**src/rtl/game_judge.sv**
```systemverilog
// rtl/game_judge.sv - tic-tac-toe board judge: scans nine cells, reports winner/draw
//
// Purpose: on `start` (sampled in IDLE) reads cells 0..8 from the game state
// memory, captures them into a local 9x2 board register, evaluates the eight
// lines and registers the outcome, then pulses `done` for one cycle.
//
// Ports:
//   clk       in   system clock, rising edge
//   rst       in   asynchronous active-high reset
//   start     in   request an evaluation (IDLE only, never queued)
//   rd_addr   out  [3:0] cell address to the memory (0..8)
//   rd_data   in   [1:0] cell contents: 00 empty, 01 P1, 10 P2, 11 cursor (empty)
//   busy      out  high from the first READ cycle through EVAL
//   done      out  one-cycle pulse, results valid in the same cycle
//   winner    out  [1:0] 00 none, 01 P1, 10 P2, 11 both own a line
//   draw      out  board full and no owned line
//   win_line  out  [3:0] 1 + lowest owned line index, 0 when none
//                  (present only when GAME_JUDGE_WIN_LINE_EN is defined)
//
// Parameter RD_LATENCY (0 or 1): cycles from rd_addr to valid rd_data.
// Optional feature macro: GAME_JUDGE_WIN_LINE_EN.

module game_judge #(
    parameter int RD_LATENCY = 1
) (
    input  logic       clk,
    input  logic       rst,
    input  logic       start,
    output logic [3:0] rd_addr,
    input  logic [1:0] rd_data,
    output logic       busy,
    output logic       done,
    output logic [1:0] winner,
    output logic       draw
`ifdef GAME_JUDGE_WIN_LINE_EN
    ,
    output logic [3:0] win_line
`endif
);

    typedef enum logic [2:0] {
        S_IDLE,
        S_READ,
        S_WAIT,
        S_EVAL,
        S_DONE
    } state_t;

    state_t     state_q, state_d;
    logic [3:0] rd_addr_q, rd_addr_d;
    logic       busy_q, busy_d;
    logic       done_q, done_d;
    logic [1:0] winner_q, winner_d;
    logic       draw_q, draw_d;
    logic [1:0] board_q [9];
    logic [1:0] board_d [9];

    // Delayed copy of the READ address, used to place late-arriving data
    // when the memory has one cycle of read latency.
    logic       cap_vld_q, cap_vld_d;
    logic [3:0] cap_addr_q, cap_addr_d;

    logic [7:0] p1_line;
    logic [7:0] p2_line;
    logic       board_full;

`ifdef GAME_JUDGE_WIN_LINE_EN
    logic [3:0] win_line_q, win_line_d;
    logic [3:0] line_idx;
`endif

    function automatic logic owns(input logic [1:0] a, input logic [1:0] b,
                                  input logic [1:0] c, input logic [1:0] code);
        return (a == code) && (b == code) && (c == code);
    endfunction

    // ------------------------------------------------------------------
    // Board capture
    // ------------------------------------------------------------------
    always_comb begin
        for (int k = 0; k < 9; k++) begin
            board_d[k] = board_q[k];
        end
        cap_vld_d  = (state_q == S_READ);
        cap_addr_d = rd_addr_q;
        if (RD_LATENCY == 0) begin
            if (state_q == S_READ) begin
                board_d[rd_addr_q] = rd_data;
            end
        end else begin
            // Data for the address driven last cycle; the final cell lands
            // during WAIT so EVAL always sees a fully rewritten board.
            if (cap_vld_q) begin
                board_d[cap_addr_q] = rd_data;
            end
        end
    end

    // ------------------------------------------------------------------
    // Line evaluation (purely combinational on the captured board)
    // Line order: rows 0-2, columns 3-5, main diagonal 6, anti-diagonal 7.
    // ------------------------------------------------------------------
    always_comb begin
        p1_line[0] = owns(board_q[0], board_q[1], board_q[2], 2'b01);
        p1_line[1] = owns(board_q[3], board_q[4], board_q[5], 2'b01);
        p1_line[2] = owns(board_q[6], board_q[7], board_q[8], 2'b01);
        p1_line[3] = owns(board_q[0], board_q[3], board_q[6], 2'b01);
        p1_line[4] = owns(board_q[1], board_q[4], board_q[7], 2'b01);
        p1_line[5] = owns(board_q[2], board_q[5], board_q[8], 2'b01);
        p1_line[6] = owns(board_q[0], board_q[4], board_q[8], 2'b01);
        p1_line[7] = owns(board_q[2], board_q[4], board_q[6], 2'b01);

        p2_line[0] = owns(board_q[0], board_q[1], board_q[2], 2'b10);
        p2_line[1] = owns(board_q[3], board_q[4], board_q[5], 2'b10);
        p2_line[2] = owns(board_q[6], board_q[7], board_q[8], 2'b10);
        p2_line[3] = owns(board_q[0], board_q[3], board_q[6], 2'b10);
        p2_line[4] = owns(board_q[1], board_q[4], board_q[7], 2'b10);
        p2_line[5] = owns(board_q[2], board_q[5], board_q[8], 2'b10);
        p2_line[6] = owns(board_q[0], board_q[4], board_q[8], 2'b10);
        p2_line[7] = owns(board_q[2], board_q[4], board_q[6], 2'b10);

        // A cell is occupied only when exactly one bit is set (01 or 10);
        // 00 and the cursor code 11 both count as empty.
        board_full = 1'b1;
        for (int k = 0; k < 9; k++) begin
            if (!(board_q[k][0] ^ board_q[k][1])) begin
                board_full = 1'b0;
            end
        end
    end

`ifdef GAME_JUDGE_WIN_LINE_EN
    always_comb begin
        line_idx = 4'd0;
        // Scan downward so the lowest-numbered owned line wins.
        for (int l = 7; l >= 0; l--) begin
            if (p1_line[l] || p2_line[l]) begin
                line_idx = 4'(l + 1);
            end
        end
    end
`endif

    // ------------------------------------------------------------------
    // Control FSM next-state and registered outputs
    // ------------------------------------------------------------------
    always_comb begin
        state_d   = state_q;
        rd_addr_d = rd_addr_q;
        busy_d    = busy_q;
        done_d    = 1'b0;
        winner_d  = winner_q;
        draw_d    = draw_q;
`ifdef GAME_JUDGE_WIN_LINE_EN
        win_line_d = win_line_q;
`endif
        case (state_q)
            S_IDLE: begin
                rd_addr_d = 4'd0;
                if (start) begin
                    state_d = S_READ;
                    busy_d  = 1'b1;
                end
            end
            S_READ: begin
                if (rd_addr_q == 4'd8) begin
                    // Address stays at 8 through WAIT/EVAL.
                    state_d = (RD_LATENCY != 0) ? S_WAIT : S_EVAL;
                end else begin
                    rd_addr_d = rd_addr_q + 4'd1;
                end
            end
            S_WAIT: begin
                state_d = S_EVAL;
            end
            S_EVAL: begin
                state_d   = S_DONE;
                rd_addr_d = 4'd0;
                busy_d    = 1'b0;
                done_d    = 1'b1;
                winner_d  = {|p2_line, |p1_line};
                draw_d    = board_full && !(|p1_line) && !(|p2_line);
`ifdef GAME_JUDGE_WIN_LINE_EN
                win_line_d = line_idx;
`endif
            end
            S_DONE: begin
                state_d = S_IDLE;
            end
            default: begin
                state_d   = S_IDLE;
                rd_addr_d = 4'd0;
                busy_d    = 1'b0;
            end
        endcase
    end

    always_ff @(posedge clk or posedge rst) begin
        if (rst) begin
            state_q    <= S_IDLE;
            rd_addr_q  <= 4'd0;
            busy_q     <= 1'b0;
            done_q     <= 1'b0;
            winner_q   <= 2'b00;
            draw_q     <= 1'b0;
            cap_vld_q  <= 1'b0;
            cap_addr_q <= 4'd0;
            for (int k = 0; k < 9; k++) begin
                board_q[k] <= 2'b00;
            end
`ifdef GAME_JUDGE_WIN_LINE_EN
            win_line_q <= 4'd0;
`endif
        end else begin
            state_q    <= state_d;
            rd_addr_q  <= rd_addr_d;
            busy_q     <= busy_d;
            done_q     <= done_d;
            winner_q   <= winner_d;
            draw_q     <= draw_d;
            cap_vld_q  <= cap_vld_d;
            cap_addr_q <= cap_addr_d;
            for (int k = 0; k < 9; k++) begin
                board_q[k] <= board_d[k];
            end
`ifdef GAME_JUDGE_WIN_LINE_EN
            win_line_q <= win_line_d;
`endif
        end
    end

    assign rd_addr = rd_addr_q;
    assign busy    = busy_q;
    assign done    = done_q;
    assign winner  = winner_q;
    assign draw    = draw_q;
`ifdef GAME_JUDGE_WIN_LINE_EN
    assign win_line = win_line_q;
`endif

endmodule

```
**config.mk**
```make
export PLATFORM = sky130hd
export DESIGN_NAME = game_judge
export DESIGN_NICKNAME = d
export VERILOG_FILES = /design/src/rtl/game_judge.sv
export SDC_FILE = /design/constraint.sdc
export NUM_CORES = 1
export LEC_CHECK = 0
export CAP_MARGIN = 0
export CORE_MARGIN = 1
export CORE_UTILIZATION = 62
export DETAILED_ROUTE_END_ITERATION = 16
export PLACE_DENSITY = 0.84
export SETUP_SLACK_MARGIN = 0.3
export SLEW_MARGIN = 25
export SYNTH_ARGS = -nofsm -noshare
export SYNTH_HDL_FRONTEND = slang
export SYNTH_SLANG_ARGS = --single-unit
```
**constraint.sdc**
```tcl
create_clock -name clk -period 3.3 [get_ports clk]
set_input_delay 0.33 -clock clk [delete_from_list [all_inputs] [get_ports clk]]
set_output_delay 0.33 -clock clk [all_outputs]
set_load 0.02 [all_outputs]
```
Word-level counts from Yosys, hierarchy flattened --
Cells that the tools add are included.
Operators by class: add/subtract/negate cells 1, magnitude comparators 2, equality and inequality tests 26, muxes and demuxes 20, bitwise logic cells 12, reduce and logical (&&, ||, !) cells 45
Operator list (count):
- 1-bit logical AND | 35
- 18-bit bitwise mux | 1
- 2-bit by 1-bit equality test with 1-bit output, second input constant | 9
- 2-bit equality test, second input constant | 9
- 8-bit OR reduction | 2
- 3-bit one-hot mux with 4 select lines | 1
- 1-bit 2-to-1 mux | 11
- 1-bit bitwise XOR | 9
- 2-bit demux with 4-bit select | 1
- 4-bit one-hot mux with 2 select lines | 1
- 3-bit by 2-bit equality test with 1-bit output, second input constant | 2
- 3-bit 2-to-1 mux | 2
- 2-bit AND reduction | 3
- 5-bit greater-or-equal comparator, second input constant | 1
- 5-bit by 1-bit < comparator with 1-bit output, second input constant | 1
- 4-bit NOT with 5-bit output | 1
- 4-bit by 1-bit adder with 4-bit output, second input constant | 1
- 4-bit equality test, second input constant | 1
- 4-bit 2-to-1 mux | 1
- 2-bit inequality test, second input constant | 2
- 3-bit by 1-bit equality test with 1-bit output, second input constant | 1
- 3-bit equality test, second input constant | 1
- 3-bit logical NOT | 1
- 3-bit OR reduction | 1
- 6 further kinds | 8
Storage, ports and cells: register bits after elaboration 35, bits of input ports 5, output and inout bits 9, word-level logic and storage cells 123

Depth between registers and ports, before layout --
Gate-level depths: netlist (run 1).
depth in word-level cells 12, gate-level depth with buffers 6, depth with buffers taken out 6

Worst setup path after synthesis (run 1) --
Ideal clock, no wire load.
path kind register to register, start point register board_q[10] (netlist name), end point register draw_q (netlist: draw), library setup time 95 ps, arrival time 1497 ps, data required time 3205 ps, path slack 1707 ps, stages on the path, launching flop included 7, buffers on the path 0, clock period less this slack 1593 ps, cells stage by stage dfrtp_1 -> inv_1 -> ha_1 -> a22o_1 -> a222oi_1 -> nand3_2 -> o32ai_2
On the way: word-level cells in the longest chain between the ends 9, elaborated cells between the ends (all ways) 23, those cells by class 2 x eq/ne; 6 x mux; 1 x bitwise; 14 x reduce/logical
RTL lines:
- start, declared | line 55 | logic [1:0] board_q [9];
- start signal, assigned by index | line 224 | board_q[k] <= board_d[k];
- 1-bit bitwise XOR | line 126 | if (!(board_q[k][0] ^ board_q[k][1])) begin
- 1-bit 2-to-1 mux (6 in a row) | line 126
- 1-bit logical AND | line 182 | draw_d = board_full && !(|p1_line) && !(|p2_line);
- 1-bit logical AND * | line 182
- end signal, assigned | line 220 | draw_q <= draw_d;
- end, declared | line 54 | logic draw_q, draw_d;
Mark *: on every way between the ends. The rest lies on a longest branch, timed or not. A chain may end at the register's enable or synchronous reset.

Worst setup path in the final report (run 1) --
start point register rd_addr_q[0] (netlist: rd_addr[0]), end point output port rd_addr[0]
RTL lines:
- start, declared | line 50 | logic [3:0] rd_addr_q, rd_addr_d;
- start signal, assigned | line 216 | rd_addr_q <= rd_addr_d;
- end, declared | line 29 | output logic [3:0] rd_addr,
No word-level cell between the ends.

==> results of run 1 <==
## cells by family after synthesis
| group | Yosys count | synth area share |
|---|---|---|
| AND/OR/NAND/NOR | 49 | 0.139 |
| adder cells (fa/ha/maj) | 20 | 0.132 |
| AO/OA/AOI/OAI | 30 | 0.115 |
| XOR/XNOR | 2 | 0.00927 |
| multiplexers | 15 | 0.0893 |
| buffers and inverters | 25 | 0.0516 |
| flip-flops | 35 | 0.463 |
## state kept, by name, indices dropped and copies added (netlist names)
| register | flops |
|---|---|
| board_q | 18 |
| busy | 1 |
| cap_addr_q | 4 |
| cap_vld_q | 1 |
| done | 1 |
| draw | 1 |
| rd_addr | 4 |
| state_q | 3 |
| winner | 2 |
## cell type report
class | count | area share
timing repair buffer | 14 | 0.0648
sequential | 35 | 0.412
inverter | 23 | 0.0406
tap | 31 | 0.0183
multi-input combinational | 116 | 0.432
clock buffer | 8 | 0.0324
## cell usage in the layout (no fill, tap or decap), drive strengths merged
| cell type | count |
|---|---|
| nand2 | 15 |
| nand2b | 4 |
| nor2b | 3 |
| a222oi | 1 |
| or2b | 1 |
| o22ai | 1 |
| mux2 | 15 |
| o32ai | 1 |
| a32oi | 2 |
| nand3b | 2 |
| nand4 | 2 |
| a22o | 7 |
| or3b | 1 |
| nand4b | 1 |
| o21a | 2 |
| xnor2 | 2 |
| ha | 20 |
| a22oi | 3 |
| nand3 | 5 |
| inv | 23 |
| nor2 | 8 |
| clkdlybuf4s50 | 13 |
| dfrtp | 35 |
| a21oi | 2 |
| a211oi | 1 |
| o21ai | 10 |
| nor3b | 1 |
| clkbuf | 8 |
| nor3 | 2 |
| and2 | 2 |
| nor4 | 2 |
| buf | 1 |
## worst min-delay path by stage
stage,slack (ps),cells past startpoint,endpoint
after global placement,470,0,cap_addr_q[2]
after CTS,380,3,done
after floorplan,450,2,board_q[14]
after global routing,400,3,done
final,370,3,done
after detailed placement,490,1,winner[1]
## per-stage QoR
step                utilization  hold slack (ps)  total power (W)
floorplan                     -              447          0.00139
global placement          0.727              473          0.00162
detailed placement        0.727              489          0.00168
CTS                       0.751              378          0.00195
global route              0.751              402          0.00210
finish                    0.751              372          0.00196
## power by group through the flow
stage	clock [W]	sequential [W]	combinational, W
4_1_cts	0.000265	0.000802	0.000886
5_1_grt	0.000286	0.000832	0.000986
3_5_place_dp	0	0.000811	0.000868
2_1_floorplan	0	0.000806	0.000585
6_report	0.000261	0.000805	0.000890
3_3_place_gp	0	0.000792	0.000828
## layer usage
metal | up-vias | global-route usage | share of wire
met2 | 51 | 0.449 | 0.52
met5 | - | 0 | 0
met1 | 646 | 0.305 | 0.42
li1 | 642 | - | -
met4 | 0 | 0.101 | 0.012
met3 | 6 | 0.0839 | 0.051
==> flow_summary_export.csv, run 1 <==
group,metric,value,unit
run_status,status,"finished, violations left",
run_status,violations,"design-rule violations",
cells_and_area,area_growth,12.4,%
clock_tree,clk_pin_slew,100,ps
cells_and_area,layout.nets,220,
synthesis,synth_edf_count,0,
setup_path,cp-end-kind,"output pin",
setup_path,crit_start,"rd_addr[0]",
place,io_buffers,13,
pwr,sw_frac_of_total,0.395,
clock_tree,cts_sinks,35,
grt,track_usage,0.261,
floorplan,rows,19,
timing,hold_viol,0,
clock_tree,clk_path_buf_depth,2,
grt,grt_pass1_vias,1393,
pwr,ir_drop,560,µV
synthesis,synth_top_area_cell,"dfrtp_1",
place,dp_hpwl,2630,µm
synthesis,ys_types,34,
cells_and_area,diodes,0,
pwr,intPower,0.00118,W
setup_path,crit_path_top_delay_cell,"clkdlybuf4s50_1",
drt,drt_first_pass_iters,11,
drt,routed_wl,3610,µm
clock_tree,cts_root_buf,"clkbuf_4",
place,dpl_cell_area,2060,µm²
timing,finalWorstSetupSlack,1500,ps
synthesis,netlist.area_leader.share,0.463,
setup_path,crit_path_max_fanout,7,
job,drv_cap,0,
synthesis,synth_nets,201,
setup_path,worstPathCellList,"clkdlybuf4s50_1",
timing,slew_headroom,0.569,
clock_tree,cts_setup_buffers,0,
pwr,power_density,920,nW/µm²
synthesis,synthesis.area,1890,µm²
setup_path,setup.worst_path.class,"register to output pin",
drt,postRouteAntennaNets,0,
synthesis,synth_seq_cells,35,
clock_tree,cts_hold_buf,0,
synthesis,ys_seq_area_frac,0.463,
setup_path,cp-endpoint,"rd_addr[0]",
clock_tree,htreeDepth,2,
setup_path,critical_path_buf_inv_count,1,
setup_path,crit_cells,1,
cells_and_area,nFillCells,197,
cells_and_area,design_area,2120,µm²
drt,vias_per_cell,5.93,
timing,fin_crit,1800,ps
timing,finalSetupViolations,0,
synthesis,synthTopCellsByArea,"dfrtp_1 46%, ha_1 13%, mux2_2 8.9%, inv_1 4.6%, nand2_1 3.0%",
timing,fin_setup_tns,0,ps
setup_path,worstSetupStartpointType,"register",
clock_tree,cts_tree,"yes",
grt,antenna_found_initial,0,
floorplan,die_h,57.2,µm
clock_tree,ctsResizeCount,0,
synthesis,synthFlopType,"dfrtp_1",
synthesis,async_flop_share,1.00,
pwr,power.switching,0.000772,W
drt,wl_per_cell,15.9,µm
cells_and_area,drive_gt1_frac,0.143,
grt,grt_max_degree,36,
pwr,p_seq_frac,0.412,
floorplan,dieArea,3270,µm²
synthesis,synth_most_common_cell,"dfrtp_1",
setup_path,path_delay_family,"buffers and inverters",
setup_path,slowest_delay,650,ps
cells_and_area,multi_input_area,917,µm²
grt,grt_overflow,0,
floorplan,start_util,0.668,
cells_and_area,register_area,876,µm²
grt,grt_pass1_wl,6280,µm
place,place_congestion,0.880,
synthesis,syn_area_per_cell,10.7,µm²
setup_path,r2r_end,"draw",
clock_tree,cts_buffers,5,
setup_path,rrSetupSlack,1540,ps
setup_path,reg2regPathDepth,6,
timing,max_freq,555,MHz
clock_tree,worstSkewPairLatency,330,ps
pwr,clockPowerShare,0.133,
min_path,worstHoldPathType,"input port to async pin",
floorplan,io_pins,14,
timing,maxSlewViolCount,0,
timing,skew,8.93,ps
cells_and_area,stdcell_count,227,
synthesis,synth_cells,176,
drt,num_vias,1345,
place,place_ws,1590,ps
timing,tightest_slew,640,ps
pwr,p_leak,1.00,nW
setup_path,cp.arrival,1470,ps
timing,rsz0062_at_grt,"false",
floorplan,die_x,57.2,µm
setup_path,required,2970,ps
synthesis,yosys_warnings,0,
floorplan,core-area,2830,µm²
setup_path,r2r-start,"board_q[10]",
pwr,combPwrFrac,0.455,
timing,fin_crit_sh,0.546,
place,dpl.cell_count,219,
drt,drc,2,
synthesis,yosys-top-cells-count,"35 x dfrtp_1, 23 x inv_1, 20 x ha_1, 15 x mux2_2, 15 x nand2_1",
drt,drt-initial-drc-count,66,
No activity file was read; power rests on OpenSTA's default activity.
==> run 2: changes to the inputs <==
Settings changed: CORE_UTILIZATION 62 to 52, PLACE_DENSITY 0.84 to 0.75.
Clock period 3.3 ns to 1.6 ns, I/O delays scaled along.
==> flow_summary_export.csv, run 2 (synthesized netlist as in run 1, its figures left out) <==
group,metric,value,unit
run_status,status,"finished, violations left",
run_status,violations,"negative setup slack",
cells_and_area,diodes,0,
timing,finalSetupViolations,3,
cells_and_area,nFillCells,254,
timing,fin_crit_sh,1.06,
place,place_congestion,0.886,
clock_tree,clk_path_buf_depth,2,
place,place_ws,-71.9,ps
timing,hold_viol,0,
clock_tree,worstSkewPairLatency,340,ps
pwr,p_leak,1.10,nW
timing,rsz0062_at_grt,"true",
timing,slew_headroom,0.704,
pwr,power.switching,0.00183,W
pwr,intPower,0.00269,W
drt,num_vias,1393,
timing,max_freq,592,MHz
floorplan,io_pins,14,
setup_path,slowest_delay,410,ps
pwr,sw_frac_of_total,0.405,
drt,drt_first_pass_iters,4,
pwr,ir_drop,971,µV
floorplan,rows,21,
cells_and_area,layout.nets,236,
setup_path,crit_path_max_fanout,2,
cells_and_area,drive_gt1_frac,0.382,
cells_and_area,final_util,0.699,
clock_tree,cts_buffers,5,
clock_tree,clk_pin_slew,110,ps
pwr,power_density,1890,nW/µm²
setup_path,worstPathCellList,"inv_2 > ha_2 > nor4_1 > nand3_1 > o32ai_2",
setup_path,worstSetupStartpointType,"register",
timing,fin_setup_tns,-119,ps
timing,timing.hold.ws,204,ps
setup_path,cp-end-kind,"register",
min_path,worstHoldPathType,"input port to async pin",
setup_path,required,1850,ps
timing,tightest_slew,445,ps
drt,vias_per_cell,5.40,
floorplan,die_h,62.3,µm
clock_tree,cts_tree,"yes",
timing,maxSlewViolCount,0,
timing,finalWorstSetupSlack,-88.8,ps
setup_path,setup.worst_path.class,"register to register",
cells_and_area,final_common_cell,"dfrtp_1",
drt,drc,0,
cells_and_area,largest_reg_flops,18,
cells_and_area,mostFrequentLayoutCells,"29 x dfrtp_1, 17 x inv_1, 17 x buf_4, 14 x nand2_1",
place,dp_hpwl,2840,µm
clock_tree,cts_root_buf,"clkbuf_4",
floorplan,start_util,0.553,
timing,skew,18.5,ps
grt,grt_pass1_wl,6530,µm
place,io_buffers,13,
floorplan,core-area,3420,µm²
drt,routed_wl,4080,µm
setup_path,crit_path_top_delay_cell,"dfrtp_1",
setup_path,cp.arrival,1940,ps
grt,antenna_found_initial,0,
pwr,clockPowerShare,0.101,
grt,grt_pass1_vias,1463,
pwr,combPwrFrac,0.530,
timing,fin_crit,1690,ps
drt,wl_per_cell,15.8,µm
grt,grt_max_degree,36,
floorplan,die_x,62.3,µm
pwr,p_seq_frac,0.369,
grt,track_usage,0.223,
floorplan,dieArea,3880,µm²
cells_and_area,area_growth,26.2,%
clock_tree,cts_sinks,35,
drt,drt-initial-drc-count,54,
cells_and_area,regMostFlops,"board_q",
job,drv_cap,0,
clock_tree,htreeDepth,2,
grt,grt_overflow,0,
drt,postRouteAntennaNets,0,
run 2: per-stage QoR:
step / area (µm²) / power (W) / instances
floorplan: 1930 / 0.00293 / 176
global placement: 2160 / 0.00353 / 241
detailed placement: 2160 / 0.00365 / 241
CTS: 2240 / 0.00413 / 252
global route: 2390 / 0.00488 / 258
finish: 2390 / 0.00451 / 258
run 2: worst paths after layout:
| check | end | cells past startpoint | start | slack, ps |
|---|---|---|---|---|
| setup / recovery | draw | 5 | board_q[14] | -90 |
| hold / removal | board_q[2] | 3 | rst | 200 |
| setup reg to reg | draw | 5 | board_q[14] | -90 |
| hold reg to reg | cap_addr_q[3] | 0 | rd_addr[3] | 480 |
| max in group asynchronous | rd_addr[0] | 3 | rst | 1040 |
| min in group clk | cap_addr_q[3] | 0 | rd_addr[3] | 480 |
run 2: metal layers:
metal	GRT usage	share of wire
met1	0.252	0.42
met2	0.393	0.53
met3	0.0386	0.026
met4	0.134	0.025
met5	0	0
run 2: area by class of cell:
class	count	area [µm²]	area share
Sequential cell	35	883	0.370
Timing Repair Buffer	30	231	0.0970
Tap cell	46	57.6	0.0241
Clock inverter	1	5.00	0.00210
Clock buffer	7	45.0	0.0189
Inverter	23	86.3	0.0362
Multi-Input combinational cell	116	1080	0.451
run 2: worst max-delay path: cells and delay by family (launching register included):
family	cells	cell delay, ps
buffers and inverters	1	70
AND/OR/NAND/NOR	2	580
AO/OA/AOI/OAI	1	270
flip-flops	1	410
adder cells (fa/ha/maj)	1	270
run 2: repair_timing:
action / in CTS / in global routing
setup endpoints to repair: 20 / 19
pin swaps: 4 / 12
endpoints found under the hold margin: 0 / 0
resized for setup: 25 / 34
hold buffers: 0 / 0
setup buffers: 3 / 6
run 2: power by group through the flow:
stage | Sequential (W) | Combinational, W | Clock, W
final | 0.00166 | 0.00239 | 0.000458
after global placement | 0.00159 | 0.00194 | 0
after CTS | 0.00161 | 0.00204 | 0.000469
after global routing | 0.00171 | 0.00265 | 0.000517
after floorplan | 0.00168 | 0.00125 | 0
after detailed placement | 0.00163 | 0.00202 | 0
==> run 3: changes to the inputs <==
Settings changed: GPL_TIMING_DRIVEN from default to 0.
==> flow_summary_export.csv, run 3 (synthesized netlist as in run 1, its figures left out) <==
group,metric,value,unit
place,dp_hpwl,2680,µm
cells_and_area,nFillCells,248,
timing,fin_crit_sh,1.02,
timing,slew_headroom,0.524,
floorplan,die_x,62.3,µm
grt,antenna_found_initial,0,
drt,drt_first_pass_iters,4,
floorplan,io_pins,14,
job,drv_cap,0,
pwr,p_leak,1.09,nW
cells_and_area,layout.nets,232,
pwr,power_density,1920,nW/µm²
drt,drc,0,
grt,grt_max_degree,36,
timing,fin_crit,1640,ps
clock_tree,worstSkewPairLatency,340,ps
clock_tree,cts_tree,"yes",
place,dpl_cell_area,2110,µm²
timing,finalWorstSetupSlack,-38.8,ps
drt,routed_wl,4100,µm
clock_tree,htreeDepth,2,
setup_path,worstSetupStartpointType,"register",
run_status,violations,"negative setup slack",
drt,vias_per_cell,5.52,
grt,grt_overflow,0,
timing,timing.hold.ws,242,ps
place,dpl.cell_count,235,
clock_tree,cts_buffers,5,
timing,finalSetupViolations,2,
clock_tree,clk_pin_slew,110,ps
place,io_buffers,13,
timing,skew,15.7,ps
grt,track_usage,0.223,
cells_and_area,regMostFlops,"board_q",
cells_and_area,drive_gt1_frac,0.361,
floorplan,start_util,0.553,
floorplan,core-area,3420,µm²
cells_and_area,mostFrequentLayoutCells,"30 x dfrtp_1, 17 x inv_1, 13 x nand2_1, 12 x buf_4, 11 x ha_1",
place,place_congestion,0.897,
timing,hold_viol,0,
run_status,status,"finished, violations left",
grt,grt_pass1_wl,6560,µm
clock_tree,cts_sinks,35,
clock_tree,cts_root_buf,"clkbuf_4",
grt,grt_pass1_vias,1420,
setup_path,required,1840,ps
floorplan,dieArea,3880,µm²
min_path,worstHoldPathType,"input port to async pin",
timing,max_freq,610,MHz
floorplan,rows,21,
clock_tree,clk_path_buf_depth,2,
drt,postRouteAntennaNets,0,
cells_and_area,design_area,2360,µm²
drt,num_vias,1403,
floorplan,die_h,62.3,µm
cells_and_area,final_common_cell,"dfrtp_1",
drt,drt-initial-drc-count,88,
setup_path,cp-end-kind,"register",
cells_and_area,stdcell_count,254,
timing,maxSlewViolCount,0,
pwr,ir_drop,921,µV
cells_and_area,diodes,0,
drt,wl_per_cell,16.1,µm
cells_and_area,area_growth,24.6,%
setup_path,crit_path_max_fanout,2,
timing,tightest_slew,712,ps
cells_and_area,largest_reg_flops,18,
setup_path,cp.arrival,1880,ps
setup_path,setup.worst_path.class,"register to register",
timing,rsz0062_at_grt,"true",
-- run 3: cell types whose count changed in the layout (fill, tap and decap cells not counted), sizes merged --
cell	previous run	this run
clkdlybuf4s15	0	2
buf	19	14
clkinv	1	0
-- run 3: timing repair --
action                                  4_1_cts  5_1_grt
endpoints found under the setup margin       23       24
pin swaps                                     5       10
buffers inserted                              6        5
hold buffers                                  0        0
endpoints found under the hold margin         0        0
resized for setup                            32       20
gates cloned                                  0        0
-- run 3: routing by layer --
layer | global-route usage | wire length, µm | vias up | share of wire
met4 | 0.102 | 115 | 0 | 0.028
met5 | 0 | 0 | - | 0
li1 | - | - | 672 | -
met2 | 0.391 | 2130 | 37 | 0.52
met3 | 0.0570 | 174 | 14 | 0.042
met1 | 0.255 | 1680 | 680 | 0.41
-- run 3: path summary, 6_finish.rpt --
path | start | end | slack [ps] | cells past startpoint
setup reg to reg | board_q[15] | winner[0] | -40 | 6
setup / recovery | board_q[15] | winner[0] | -40 | 6
hold / removal | rst | board_q[7] | 240 | 2
hold reg to reg | rd_addr[2] | cap_addr_q[2] | 470 | 0
max in group asynchronous | rst | rd_addr[1] | 850 | 2
min in group clk | rd_addr[2] | cap_addr_q[2] | 470 | 0
-- run 3: report_power, final --
group | switching, W | leakage (nW) | internal (W)
registers | 0.000392 | 0.419 | 0.00128
logic | 0.00114 | 0.632 | 0.00116
clock network | 0.000289 | 0.0386 | 0.000259
total | 0.00182 | 1.09 | 0.00270
-- run 3: layout make-up --
type                    count  area [µm²]  share of cell area
clock buffers               8        68.8              0.0292
repair buffers             24         199              0.0844
inverters                  23        86.3              0.0366
well taps                  46        57.6              0.0244
plain buffers               2        11.3             0.00478
flip-flops and latches     35         882               0.374
multi-input cells         116        1050               0.446
-- run 3: worst max-delay path: stages, from the launching register on --
cell	delay (ps)
dfrtp_1	390
inv_2	50
ha_2	190
a22o_1	250
a22oi_1	170
nand4_1	190
mux2_4	300
-- run 3: through the flow --
| stage | util | worst slack (ps) | total power, W | setup TNS, ps |
|---|---|---|---|---|
| finish | 0.690 | -38.8 | 0.00452 | -73.2 |
| global route | 0.690 | -117 | 0.00485 | -235 |
| CTS | 0.658 | -20.3 | 0.00420 | -30.3 |
| detailed placement | 0.619 | -11.6 | 0.00354 | -11.6 |
| global placement | 0.619 | -142 | 0.00340 | -1720 |
| floorplan | - | 116 | 0.00293 | 0 |
